### src/rtl/des_sbox_pkg.sv
// Widths, search FSM states and Bin[6:1] pack/unpack helpers shared by the DES S-box inverse searchers.
// A 6-bit S-box input is {row[1], col[3:0], row[0]}.
package des_sbox_pkg;

    localparam int ROW_W  = 2;
    localparam int COL_W  = 4;
    localparam int SIN_W  = 6;
    localparam int SOUT_W = 4;

    typedef enum logic [1:0] {
        IDLE   = 2'd0,
        SEARCH = 2'd1,
        DONE   = 2'd2
    } state_t;

    function automatic logic [SIN_W-1:0] pack_bin(input logic [ROW_W-1:0] r,
                                                  input logic [COL_W-1:0] c);
        return {r[1], c, r[0]};
    endfunction

    function automatic logic [ROW_W-1:0] bin_row(input logic [SIN_W-1:0] b);
        return {b[5], b[0]};
    endfunction

    function automatic logic [COL_W-1:0] bin_col(input logic [SIN_W-1:0] b);
        return b[4:1];
    endfunction

endpackage

### src/rtl/sbox7_inv_search_if.sv
// Request/response bundle of the S7 inverse searcher: the request carries row and nibble,
// the response carries bin and err. Each direction has its own valid/ready pair.
interface sbox7_inv_search_if;
    import des_sbox_pkg::*;

    logic              in_valid;
    logic              in_ready;
    logic [ROW_W-1:0]  row;
    logic [SOUT_W-1:0] nibble;
    logic              out_valid;
    logic              out_ready;
    logic [SIN_W-1:0]  bin;
    logic              err;

    modport master (output in_valid, row, nibble, out_ready,
                    input  in_ready, out_valid, bin, err);
    modport slave  (input  in_valid, row, nibble, out_ready,
                    output in_ready, out_valid, bin, err);
endinterface

### src/rtl/sbox7.sv
// Forward DES S-box 7: 6-bit Bin[6:1] in, 4-bit nibble out. Purely combinational.
// Has no handshake; every input has an output in the same cycle.
module sbox7
    import des_sbox_pkg::*;
(
    input  logic [SIN_W-1:0]  sin,
    output logic [SOUT_W-1:0] sout
);

    logic [63:0] word;

    // Each row is packed with column 0 in the most significant nibble.
    always_comb begin
        word = '0;
        unique case (bin_row(sin))
            2'd0: word = 64'h4B2E_F08D_3C97_5A61;
            2'd1: word = 64'hD0B7_491A_E35C_2F86;
            2'd2: word = 64'h14BD_C37E_AF68_0592;
            2'd3: word = 64'h6BD8_14A7_950F_E23C;
        endcase
    end

    assign sout = word[{~bin_col(sin), 2'b00} +: SOUT_W];

endmodule

### src/rtl/sbox7_inv_search.sv
// Recovers the S7 input for a row/nibble pair by testing one column per cycle; result 2..17 cycles
// after accept (always 17 when EARLY_EXIT=0). Holds the result until out_ready, accepts only in IDLE.
module sbox7_inv_search
    import des_sbox_pkg::*;
#(
    parameter bit EARLY_EXIT = 1'b1
)
(
    input  logic               clk,
    input  logic               rst_n,
    sbox7_inv_search_if.slave  bus
);

    state_t            state, state_nxt;
    logic [ROW_W-1:0]  row_q;
    logic [SOUT_W-1:0] nibble_q;
    logic [COL_W-1:0]  col;
    logic              found;
    logic [SIN_W-1:0]  bin_q;
    logic              err_q;

    logic [SIN_W-1:0]  sin;
    logic [SOUT_W-1:0] sout;
    logic              match;
    logic              last_col;

    assign sin      = pack_bin(row_q, col);
    assign match    = (state == SEARCH) && (sout == nibble_q);
    assign last_col = (col == {COL_W{1'b1}});

    sbox7 u_sbox7 (
        .sin  (sin),
        .sout (sout)
    );

    always_ff @(posedge clk or negedge rst_n) begin
        if (!rst_n) state <= IDLE;
        else        state <= state_nxt;
    end

    // Leaving SEARCH at the last column is unconditional, so col never wraps.
    always_comb begin
        state_nxt = state;
        unique case (state)
            IDLE:    if (bus.in_valid) state_nxt = SEARCH;
            SEARCH:  if ((EARLY_EXIT && match) || last_col) state_nxt = DONE;
            DONE:    if (bus.out_ready) state_nxt = IDLE;
            default: state_nxt = IDLE;
        endcase
    end

    always_comb begin
        bus.in_ready  = (state == IDLE);
        bus.out_valid = (state == DONE);
    end

    assign bus.bin = bin_q;
    assign bus.err = err_q;

    always_ff @(posedge clk or negedge rst_n) begin
        if (!rst_n) begin
            row_q    <= '0;
            nibble_q <= '0;
            col      <= '0;
            found    <= 1'b0;
            bin_q    <= '0;
            err_q    <= 1'b0;
        end else begin
            unique case (state)
                IDLE: begin
                    if (bus.in_valid) begin
                        row_q    <= bus.row;
                        nibble_q <= bus.nibble;
                        col      <= '0;
                        found    <= 1'b0;
                        bin_q    <= '0;
                        err_q    <= 1'b0;
                    end
                end
                SEARCH: begin
                    if (!last_col) col <= col + 1'b1;
                    // Only the first matching column is kept in constant-latency mode.
                    if (match && !found) begin
                        found <= 1'b1;
                        bin_q <= sin;
                    end else if (last_col && !found) begin
                        err_q <= 1'b1;
                        bin_q <= '0;
                    end
                end
                default: ;
            endcase
        end
    end

endmodule
### src/flat_wrapper.sv
// flat-port wrapper written by rule: the top's interface ports become plain ports
module sbox7_inv_search_flat import des_sbox_pkg::*;
#(
    parameter bit EARLY_EXIT = 1'b1
)
  (clk, rst_n, bus_in_valid, bus_row, bus_nibble, bus_out_ready, bus_in_ready, bus_out_valid, bus_bin, bus_err);
  sbox7_inv_search_if bus_i ();
  input  logic clk;
  input  logic rst_n;
  input wire logic [$bits(bus_i.in_valid)-1:0] bus_in_valid;
  input wire logic [$bits(bus_i.row)-1:0] bus_row;
  input wire logic [$bits(bus_i.nibble)-1:0] bus_nibble;
  input wire logic [$bits(bus_i.out_ready)-1:0] bus_out_ready;
  output wire logic [$bits(bus_i.in_ready)-1:0] bus_in_ready;
  output wire logic [$bits(bus_i.out_valid)-1:0] bus_out_valid;
  output wire logic [$bits(bus_i.bin)-1:0] bus_bin;
  output wire logic [$bits(bus_i.err)-1:0] bus_err;
  assign bus_i.in_valid = bus_in_valid;
  assign bus_i.row = bus_row;
  assign bus_i.nibble = bus_nibble;
  assign bus_i.out_ready = bus_out_ready;
  assign bus_in_ready = bus_i.in_ready;
  assign bus_out_valid = bus_i.out_valid;
  assign bus_bin = bus_i.bin;
  assign bus_err = bus_i.err;
  sbox7_inv_search #(.EARLY_EXIT(EARLY_EXIT)) u_core (.clk(clk), .rst_n(rst_n), .bus(bus_i));
endmodule
### config.mk
export PLATFORM = sky130hd
export DESIGN_NAME = sbox7_inv_search_flat
export DESIGN_NICKNAME = d
export VERILOG_FILES = /design/src/rtl/des_sbox_pkg.sv /design/src/rtl/sbox7_inv_search_if.sv /design/src/rtl/sbox7.sv /design/src/rtl/sbox7_inv_search.sv /design/src/flat_wrapper.sv
export SDC_FILE = /design/constraint.sdc
export NUM_CORES = 1
export LEC_CHECK = 0
export BUFFER_PORTS_ARGS = -buffer_cell sky130_fd_sc_hd__buf_2
export CAP_MARGIN = 10
export CORE_MARGIN = 2
export CORE_UTILIZATION = 53
export DETAILED_ROUTE_END_ITERATION = 8
export PLACE_DENSITY = 0.79
export SLEW_MARGIN = 10
export SYNTH_ARGS = -nofsm -noshare
export SYNTH_HDL_FRONTEND = slang
export SYNTH_SLANG_ARGS = --single-unit
### constraint.sdc
create_clock -name clk -period 2.87 [get_ports clk]
set_clock_uncertainty 0.05 [all_clocks]
set_input_delay 0.1435 -clock clk [delete_from_list [all_inputs] [get_ports clk]]
set_output_delay 0.1435 -clock clk [all_outputs]
set_load 0.05 [all_outputs]
---- Word level (Yosys, flattened, before mapping) ----
Index checks and enable logic that the tools add are counted.
operators by class
  bitwise operators ....................... 1
  shift-type cells ........................ 1
  eq/ne operators ......................... 15
  reduce and logical (&&, ||, !) cells .... 14
  add/subtract/negate cells ............... 1
  mux-type cells .......................... 18
operators with widths
  operator                                              count
  one-hot mux 64 bit (4 select lines)                   1
  indexed part select 64 x 7 -> 4 bit                   1
  2-to-1 mux 6 bit                                      3
  != test 2 bit (second input constant)                 7
  one-hot mux 6 bit (2 select lines)                    1
  AND reduction 3 bit                                   4
  2-to-1 mux 4 bit                                      2
  one-hot mux 4 bit (2 select lines)                    1
  equality test 2 bit (second input constant)           3
  2-to-1 mux 2 bit                                      3
  one-hot mux 2 bit (3 select lines)                    1
  adder 4 x 1 -> 4 bit (second input constant)          1
  equality test 2 x 1 -> 1 bit (second input constant)  2
  equality test 4 bit                                   1
  equality test 4 bit (second input constant)           1
  zero test 2 bit                                       2
  2-to-1 mux 1 bit                                      4
  NOT 4 bit                                             1
  one-hot mux 1 bit (2 select lines)                    2
  AND reduction 4 bit                                   1
  logical AND 1 bit                                     3
  != test 3 bit (second input constant)                 1
  AND reduction 2 bit                                   1
  nonzero test 2 bit                                    1
  2 further kinds                                       2
word-level totals
  flip-flop bits (word level) ............. 20
  input port bits ......................... 10
  word-level logic and storage cells ...... 57
  output and inout port bits .............. 9

---- Depth between registers and ports, before layout ----
Gate-level depths: netlist (run 1).
  depth in word-level cells ............... 8
  mapped depth ............................ 11
  mapped depth without buffers ............ 10

---- Modules after synthesis ----
Synthesis (run 1) repeated with hierarchy kept, for this count alone.
unflattened totals
  cells, all modules ...................... 181
  area total of the unflattened synthesis .. 1600.3 µm²
by module, submodules not included
  module            area an instance (µm²)  cells each  seq. area each (µm²)  times used
  sbox7_inv_search  907.1                   86          500.5                 1
  sbox7             693.2                   95          0.0                   1

---- Worst setup path after synthesis (run 1) ----
Ideal clock, no wire load.
  path kind ............................... register to register
  start point ............................. reg u_core.row_q[0]
  end point ............................... reg u_core.bin_q[0], in the netlist u_core.bus.bin[0]
  data arrival time ....................... 2838 ps
  data required time ...................... 2699 ps
  setup slack ............................. -139 ps
  library setup time ...................... 121 ps
  period minus slack after synthesis ...... 3009 ps
  cell stages (with the launch flop) ...... 11
  path buffers ............................ 0
  cell sequence ........................... dfrtp_1 -> inv_1 -> ha_1 -> mux2_1 -> mux4_2 -> mux2_4 -> nor4b_4 -> o2111ai_2 -> nor3_4 -> o21bai_2 -> a22o_1
on the way
  longest elaborated chain between the ends .. 8
  elaborated cells between the ends (all ways) .. 13
  classes of those cells .................. eq/ne (5); shift (1); mux (3); reduce/logical (4)
ends and longest elaborated chain
  what                                                                                        line                    text
  start: declaration                                                                          sbox7_inv_search.sv:15  logic [ROW_W-1:0] row_q;
  start signal: assignment                                                                    sbox7_inv_search.sv:72  row_q <= bus.row;
  equality test 2 bit, or another cell as far along                                           sbox7.sv:15             unique case (bin_row(sin))
  one-hot mux 64 bit (4 select lines)                                                         sbox7.sv:15
  indexed part select 64 x 7 -> 4 bit                                                         sbox7.sv:23             assign sout = word[{~bin_col(sin), 2'b00} +: SOUT_W];
  equality test 4 bit                                                                         sbox7_inv_search.sv:28  assign match = (state == SEARCH) && (sout == nibble_q);
  logical AND 1 bit                                                                           sbox7_inv_search.sv:28
  logical AND 1 bit                                                                           sbox7_inv_search.sv:83  if (match && !found) begin
  != test 3 bit (no source line) or 2-to-1 mux 6 bit (tied branches)                          n/a
  AND reduction 3 bit (no source line) or one-hot mux 6 bit (2 select lines) (tied branches)  n/a
  end signal: assignment                                                                      sbox7_inv_search.sv:85  bin_q <= sin;
  end: declaration                                                                            sbox7_inv_search.sv:19  logic [SIN_W-1:0] bin_q;
Several ways; a longest one is shown, not always the timed one.
A chain may end at the register's enable or synchronous reset.

---- Final worst setup path (run 1) ----
  start point ............................. reg u_core.row_q[1]
  end point ............................... reg u_core.bin_q[4], in the netlist u_core.bus.bin[4]
on the way
  longest elaborated chain between the ends .. 8
  elaborated cells between the ends (all ways) .. 13
  classes of those cells .................. eq/ne (5); shift (1); mux (3); reduce/logical (4)
ends and longest elaborated chain
  what                                                                                        line
  equality test 2 bit, or another cell as far along                                           sbox7.sv:15
  one-hot mux 64 bit (4 select lines) *                                                       sbox7.sv:15
  indexed part select 64 x 7 -> 4 bit *                                                       sbox7.sv:23
  equality test 4 bit *                                                                       sbox7_inv_search.sv:28
  logical AND 1 bit *                                                                         sbox7_inv_search.sv:28
  logical AND 1 bit *                                                                         sbox7_inv_search.sv:83
  != test 3 bit (no source line) or 2-to-1 mux 6 bit (tied branches)                          n/a
  AND reduction 3 bit (no source line) or one-hot mux 6 bit (2 select lines) (tied branches)  n/a
Mark *: on every way between the ends. The rest lies on a longest branch, timed or not.

==> summary.txt, run 1 <==
STA
  – Setup ws final: 0.0226 ns
  – Final Slew Violations: 0
  – RSZ-0062 raised after global routing: yes
  – Fmax: 351 MHz
  – Min Tclk post-route: 2.85 ns
  – Worst Tran Pin Value: 0.510 ns
  – Final Hold Fails: 0
  – Final setup viols: 0
  – Final TNS setup: 0 ns
  – Final cycle utilization of the critical path: 99.2%
  – Rel. slew slack: 65.7%

Detailed routing
  – Post-Route WL: 4140 um
  – DR vias/cell: 6.06
  – Max layer used: met4
  – Met2 WL: 2110 um
  – WL per Instance: 15.9 um
  – Routed length on met3: 170 um
  – DRC viols: 0
  – Routed vias: 1,581
  – Initial DRC Count: 68
  – Pre-antenna DRT Iters: 5
  – Remaining antenna violation count after routing: 0
  – Wl on met1: 1790 um

Yosys
  – Syn_nets: 202
  – Sequential fraction of the synthesis area: 28.1%
  – Post-synth cell types: 59
  – Primary FF master, synth: dfrtp_1
  – Mean Syn Cell Area: 9.67 um^2
  – Synthesized flop and latch total: 20
  – Asr flop ratio synth: 100%
  – Mapped cell area: 1780 um^2
  – EDFF count, synth: 0
  – Syn. warnings: 0
  – Cells after synthesis: 184

Place
  – Port Buffers: 18
  – DP HPWL: 3090 um
  – GPL Wtd Cong: 0.878
  – Worst slack, placed: -0.00690 ns

GRT
  – GRT Resource Usage Total: 24.2%
  – Vias in the first global route: 1,479
  – Pin count of the biggest net entering global routing: 28
  – First-pass GRT wire length: 6910 um
  – GRT overflow: 0
  – Antenna violations before repair: 0

Critical path
  – CP most frequent cell: mux2_4
  – CP Data Arrival Time: 3.00 ns
  – Critical Path, Cell by Cell: ha_2 -> mux2_4 -> mux4_2 -> mux2_4 -> nor4b_4 -> o2111ai_2 -> nor3_4 -> o21bai_4 -> a22o_1
  – Worst Setup End Kind: register
  – Slowest CP cell: mux4_2
  – CP max FO: 6
  – CP startpoint kind: register
  – Max incr delay on CP: 0.49 ns
  – Critical path type: reg -> reg
  – CP required: 3.02 ns

Final layout
  – Sequential Area: 503 um^2
  – Layout area overhead: 14.6%
  – Layout cell share with drive strength beyond 1: 34.4%
  – Most frequent cells in the layout: 21 x buf_4, 18 x buf_2, 18 x dfrtp_1
  – Multi-input gate area: 1140 um^2
  – Antenna diodes: 0
  – Commonest non-fill, non-tap cell in the layout: buf_4
  – Fill count: 278
  – Layout Utilization: 62.1%
  – Nets@finish: 234

Power and ir drop
  – Clock power share: 5.9%
  – Combinational share of power: 74.5%
  – IR drop worst, VDD: 0.805 mV
  – LEAKAGE: 0.926 nW
  – Part of the power in registers: 19.6%
  – Total net switching power: 1.32 mW
  – Switching Share: 47.7%
  – PwrDens: 1360 nW/um^2
  – Int Pwr: 1.45 mW

Min path
  – HP Class: in -> reg

Clock network
  – Root Driver: clkbuf_4
  – CTS sink cnt: 20
  – Clock buffer depth: 2
  – CTS tree: done
  – Clk slew on worst S/H paths: 0.11 ns
  – Worst skew pair latency: 0.30 ns
  – TritonCTS Buffers: 3
  – CTS HTree Levels: 1

Floorplanning
  – Core area: 3280 um^2
  – Die footprint: 3840 um^2
  – IO Pins: 19
  – Die Span X: 61.9 um
  – Die Y: 61.9 um
  – Starting Density: 54.2%
  – Row count: 21

Outcome
  – Status: finished, final reports clean

Flow run
  – Max cap viols: 0
==> worst max-delay path: cells and delay by family, from the launching register on <==
kind | cells | cell delay (ns)
compound gates | 3 | 0.49
fa+ha+maj | 1 | 0.21
flops | 1 | 0.48
mux | 3 | 1.08
simple gates | 2 | 0.43
==> flip-flops by register name (all words and copies together), names as in the netlist <==
name / cells
u_core.col: 4
u_core.found: 1
u_core.bus.bin: 6
u_core.state: 2
u_core.row_q: 2
u_core.bus.err: 1
u_core.nibble_q: 4
==> power by group through the flow <==
stage                     clock network [mW]  registers [mW]  logic [mW]
after floorplan                            0           0.545        1.54
after global placement                     0           0.526        1.93
after detailed placement                   0           0.535        1.99
after CTS                              0.167           0.530        2.01
after global routing                   0.176           0.557        2.23
final                                  0.164           0.541        2.06
==> synth_stat cells, drive strengths merged (3+ instances only) <==
master | instances | share of area (%)
a21oi | 5 | 1.4
a22o | 7 | 3.4
a31oi | 3 | 1.1
and2 | 3 | 1.1
buf | 4 | 2.2
clkbuf | 9 | 5.3
dfrtp | 20 | 28
ha | 8 | 5.6
inv | 9 | 1.9
mux2 | 10 | 6.5
mux2i | 4 | 2.3
nand2 | 9 | 1.9
nand2b | 6 | 2.1
nand3 | 6 | 1.7
nor2 | 13 | 2.7
nor2b | 7 | 2.5
nor3 | 4 | 1.8
nor4b | 3 | 2.3
o21ai | 9 | 2.5
o311a | 4 | 2.3
xnor2 | 3 | 1.5
xor2 | 3 | 1.5
==> what timing repair did <==
item                                   CTS  global route
setup endpoints to repair                7            10
hold buffers                             2             0
resized for setup                        1             4
endpoints found under the hold margin   21             0
pin swaps                                1             0
setup buffers                            0             0
==> layer usage <==
layer / global-route usage (%) / vias to the layer above
met5: 0 / -
met4: 9.73 / 0
met3: 1.45 / 9
met2: 39.6 / 60
met1: 33.5 / 769
li1: - / 743
==> final cells by class <==
cell class,count,area share (%)
clock buffer,4,1.78
inverter,9,1.66
multi-input combinational,141,56.0
sequential,20,24.7
tap,46,2.82
timing repair buffer,41,13.1
==> cell families after synthesis <==
group,count (synthesis),share of synthesized area [%]
simple gates,63,21.1
compound gates,48,20.9
buf+inv,23,9.99
flops,20,28.1
mux,16,11.3
fa+ha+maj,8,5.63
xor+xnor,6,2.95
==> path summary, 6_finish.rpt <==
check,startpoint,to,slack (ns),cells after the start
max,u_core.row_q[1],u_core.bus.bin[4],0.02,9
min,bus_nibble[1],u_core.nibble_q[1],0.01,2
max reg2reg,u_core.row_q[1],u_core.bus.bin[4],0.02,9
min reg2reg,u_core.bus.bin[2],u_core.bus.bin[2],0.47,1
max in group asynchronous,rst_n,u_core.row_q[1],2.19,2
min in group asynchronous,rst_n,u_core.col[0],0.25,2
==> per-stage QoR <==
| step | hold WS (ns) | total power, mW | instances | cell area (um^2) |
|---|---|---|---|---|
| global placement | 0.0485 | 2.45 | 255 | 1960 |
| CTS | 0.00766 | 2.70 | 261 | 2020 |
| finish | 0.0118 | 2.76 | 261 | 2040 |
| detailed placement | 0.0575 | 2.52 | 255 | 1960 |
| floorplan | -0.202 | 2.09 | 184 | 1800 |
| global route | 0.00384 | 2.97 | 261 | 2040 |
No activity file was read; power rests on OpenSTA's default activity.
==> run 2, diff against run 1 <==
--- a/config.mk
+++ b/config.mk
@@ -8,10 +8,11 @@
 export BUFFER_PORTS_ARGS = -buffer_cell sky130_fd_sc_hd__buf_2
 export CAP_MARGIN = 10
 export CORE_MARGIN = 2
-export CORE_UTILIZATION = 53
+export CORE_UTILIZATION = 55
 export DETAILED_ROUTE_END_ITERATION = 8
-export PLACE_DENSITY = 0.79
-export SLEW_MARGIN = 10
+export PLACE_DENSITY = 0.78
+export RECOVER_POWER = 25
+export SLEW_MARGIN = 0
 export SYNTH_ARGS = -nofsm -noshare
 export SYNTH_HDL_FRONTEND = slang
 export SYNTH_SLANG_ARGS = --single-unit
==> constraint.sdc (replaced) <==
create_clock -name clk -period 3.2 [get_ports clk]
set_clock_uncertainty 0.05 [all_clocks]
set_input_delay 0.16 -clock clk [delete_from_list [all_inputs] [get_ports clk]]
set_output_delay 0.16 -clock clk [all_outputs]
set_load 0.05 [all_outputs]
==> run 2 against run 1 <==
- sequential power down 12%
- clock power down 32%
- flip-flop and latch count unchanged
- maximum frequency down 7.1%
- first-iteration DRC count up 93%
- utilization up 0.24 points
- combinational power down 19%
- via count down 4.5%
- global-route usage down 0.34 points
- die area down 3.4%
- power down 18%
- worst setup slack better by 0.11 ns
==> summary.txt, run 2 (synthesized netlist as in run 1, its figures left out) <==
Final layout
  – Non-Filler Instances: 247 (-5.4%)
  – Sequential Area: 502 um^2 (-0.25%)
  – Nets@finish: 223 (-4.7%)
  – Antenna diodes: 0 (unchanged)
  – Most frequent cells in the layout: 19 x dfrtp_1, 17 x buf_2, 12 x nor2_1
  – Number of flip-flops in the largest register: 6 (unchanged)
  – Layout cell share with drive strength beyond 1: 26.6% (-7.8 points)
  – Multi-input gate area: 1110 um^2 (-3.1%)
  – Layout Utilization: 62.3% (+0.24 points)
  – Commonest non-fill, non-tap cell in the layout: dfrtp_1
  – Layout area overhead: 6.96%
  – Fill count: 281 (+1.1%)

Place
  – Placed insts: 240 (-5.9%)
  – Port Buffers: 18 (unchanged)
  – GPL Wtd Cong: 0.862 (-1.8%)
  – DP HPWL: 2910 um (-5.7%)
  – Worst slack, placed: 0.0343 ns (+0.0412 ns)

Detailed routing
  – Routed vias: 1,510 (-4.5%)
  – WL per Instance: 16.3 um (+2.9%)
  – DRC viols: 0 (unchanged)
  – DR vias/cell: 6.11 (+0.92%)
  – Pre-antenna DRT Iters: 4 (-1)
  – Initial DRC Count: 131 (+93%)
  – Remaining antenna violation count after routing: 0 (unchanged)
  – Post-Route WL: 4030 um (-2.6%)

Power and ir drop
  – Switching Share: 49.6% (+1.8 points)
  – Total net switching power: 1.12 mW (-15%)
  – Power, Total: 2.26 mW (-18%)
  – Int Pwr: 1.14 mW (-21%)
  – PwrDens: 1190 nW/um^2 (-12%)
  – Combinational share of power: 74.0% (-0.5 points)
  – IR drop worst, VDD: 0.707 mV (-12%)
  – LEAKAGE: 0.854 nW (-7.8%)
  – Clock power share: 4.9% (-1.0 points)
  – Part of the power in registers: 21.1% (+1.5 points)

Critical path
  – CP most frequent cell: buf_4
  – CP startpoint kind: register
  – Worst path buffer plus inverter count: 2 (+2)
  – CP Data Arrival Time: 3.20 ns (+0.20 ns)
  – CP max FO: 7 (+1)
  – CP top delay family: compound AO/OA/AOI/OAI gates
  – Slowest CP cell: dfrtp_2
  – Worst Setup End Kind: register
  – CP required: 3.33 ns (+0.31 ns)
  – Critical Path, Cell by Cell: buf_4 -> buf_4 -> ha_1 -> or4_1 -> o311a_1 -> a311o_1 -> o211ai_1 -> o2111ai_2 -> nor3_4 -> o21bai_2 -> a22o_1
  – R2R Setup Slk: 0.13 ns (+0.11 ns)
  – Critical path type: reg -> reg
  – Max incr delay on CP: 0.45 ns (-0.04 ns)

Clock network
  – CTS tree: done
  – CTS HTree Levels: 1 (unchanged)
  – Worst skew pair latency: 0.29 ns (about the same)
  – CTS sink cnt: 20 (unchanged)
  – Root Driver: clkbuf_4
  – Clk slew on worst S/H paths: 0.10 ns (about the same)
  – TritonCTS Buffers: 3 (unchanged)
  – Clock buffer depth: 2 (unchanged)

STA
  – Final TNS setup: 0 ns (unchanged)
  – Rel. slew slack: 31.2% (-35 points)
  – Final Slew Violations: 0 (unchanged)
  – Worst Tran Pin Value: 1.03 ns (+0.523 ns)
  – RSZ-0062 raised after global routing: no
  – Final cycle utilization of the critical path: 95.8% (-3.4 points)
  – Final Hold Fails: 0 (unchanged)
  – Final setup viols: 0 (unchanged)
  – Min Tclk post-route: 3.07 ns (+0.219 ns)
  – Fmax: 326 MHz (-7.1%)
  – Setup ws final: 0.134 ns (+0.111 ns)

Flow run
  – Max cap viols: 0 (unchanged)

GRT
  – GRT overflow: 0 (unchanged)
  – Pin count of the biggest net entering global routing: 26 (-7.1%)
  – First-pass GRT wire length: 6470 um (-6.4%)
  – Antenna violations before repair: 0 (unchanged)
  – Vias in the first global route: 1,444 (-2.4%)
  – GRT Resource Usage Total: 23.9% (-0.34 points)

Floorplanning
  – Row count: 20 (-4.8%)
  – Die Y: 60.9 um (-1.7%)
  – Die Span X: 60.9 um (-1.7%)
  – Core area: 3050 um^2 (-7.0%)
  – Starting Density: 58.3% (+4.1 points)
  – Die footprint: 3710 um^2 (-3.4%)
  – IO Pins: 19 (unchanged)

Min path
  – HP Class: in -> reg

Outcome
  – Status: finished, final reports clean
-- run 2: worst paths after layout --
check	startpoint	to	cells after the start
worst max-delay path	u_core.row_q[0]	u_core.bus.bin[5]	11
worst min-delay path	bus_in_valid	u_core.col[3]	2
worst max register to register	u_core.row_q[0]	u_core.bus.bin[5]	11
worst min register to register	u_core.bus.bin[1]	u_core.bus.bin[1]	1
max in group asynchronous	rst_n	u_core.row_q[0]	2
min in group asynchronous	rst_n	u_core.row_q[0]	2
-- run 2: through the flow --
stage | cell area (um^2) | hold slack (ns)
2_1_floorplan | 1780 | -0.186
3_3_place_gp | 1840 | 0.0609
3_5_place_dp | 1840 | 0.0720
4_1_cts | 1880 | 0.0401
5_1_grt | 1900 | 0.0435
6_report | 1900 | 0.0449
-- run 2: power groups by stage --
stage	registers [mW]	logic [mW]	clock network (mW)
2_1_floorplan	0.482	1.36	0
3_3_place_gp	0.473	1.55	0
3_5_place_dp	0.479	1.61	0
4_1_cts	0.474	1.62	0.113
5_1_grt	0.494	1.82	0.126
6_report	0.477	1.67	0.112
-- run 2: layer usage --
| layer | track usage, % | up-vias | share of wire [%] | routed length (um) |
|---|---|---|---|---|
| met5 | 0 | - | 0 | 0 |
| met4 | 12.7 | 0 | 2.7 | 108 |
| met3 | 2.99 | 11 | 3.9 | 157 |
| met2 | 39.0 | 57 | 50 | 2000 |
| met1 | 30.9 | 719 | 44 | 1760 |
| li1 | - | 723 | - | - |
-- run 2: layout make-up --
cell class / count / area share, %
multi-input cells: 141 / 58.1
well taps: 44 / 2.89
inverters: 9 / 1.78
clock buffers: 3 / 1.18
repair buffers: 30 / 9.66
flip-flops and latches: 20 / 26.4
-- run 2: what timing repair did --
item,CTS,global route
setup endpoints to repair,0,9
resized for setup,0,3
hold buffers,2,0
hold endpoints to repair,21,0
buffers inserted,0,2
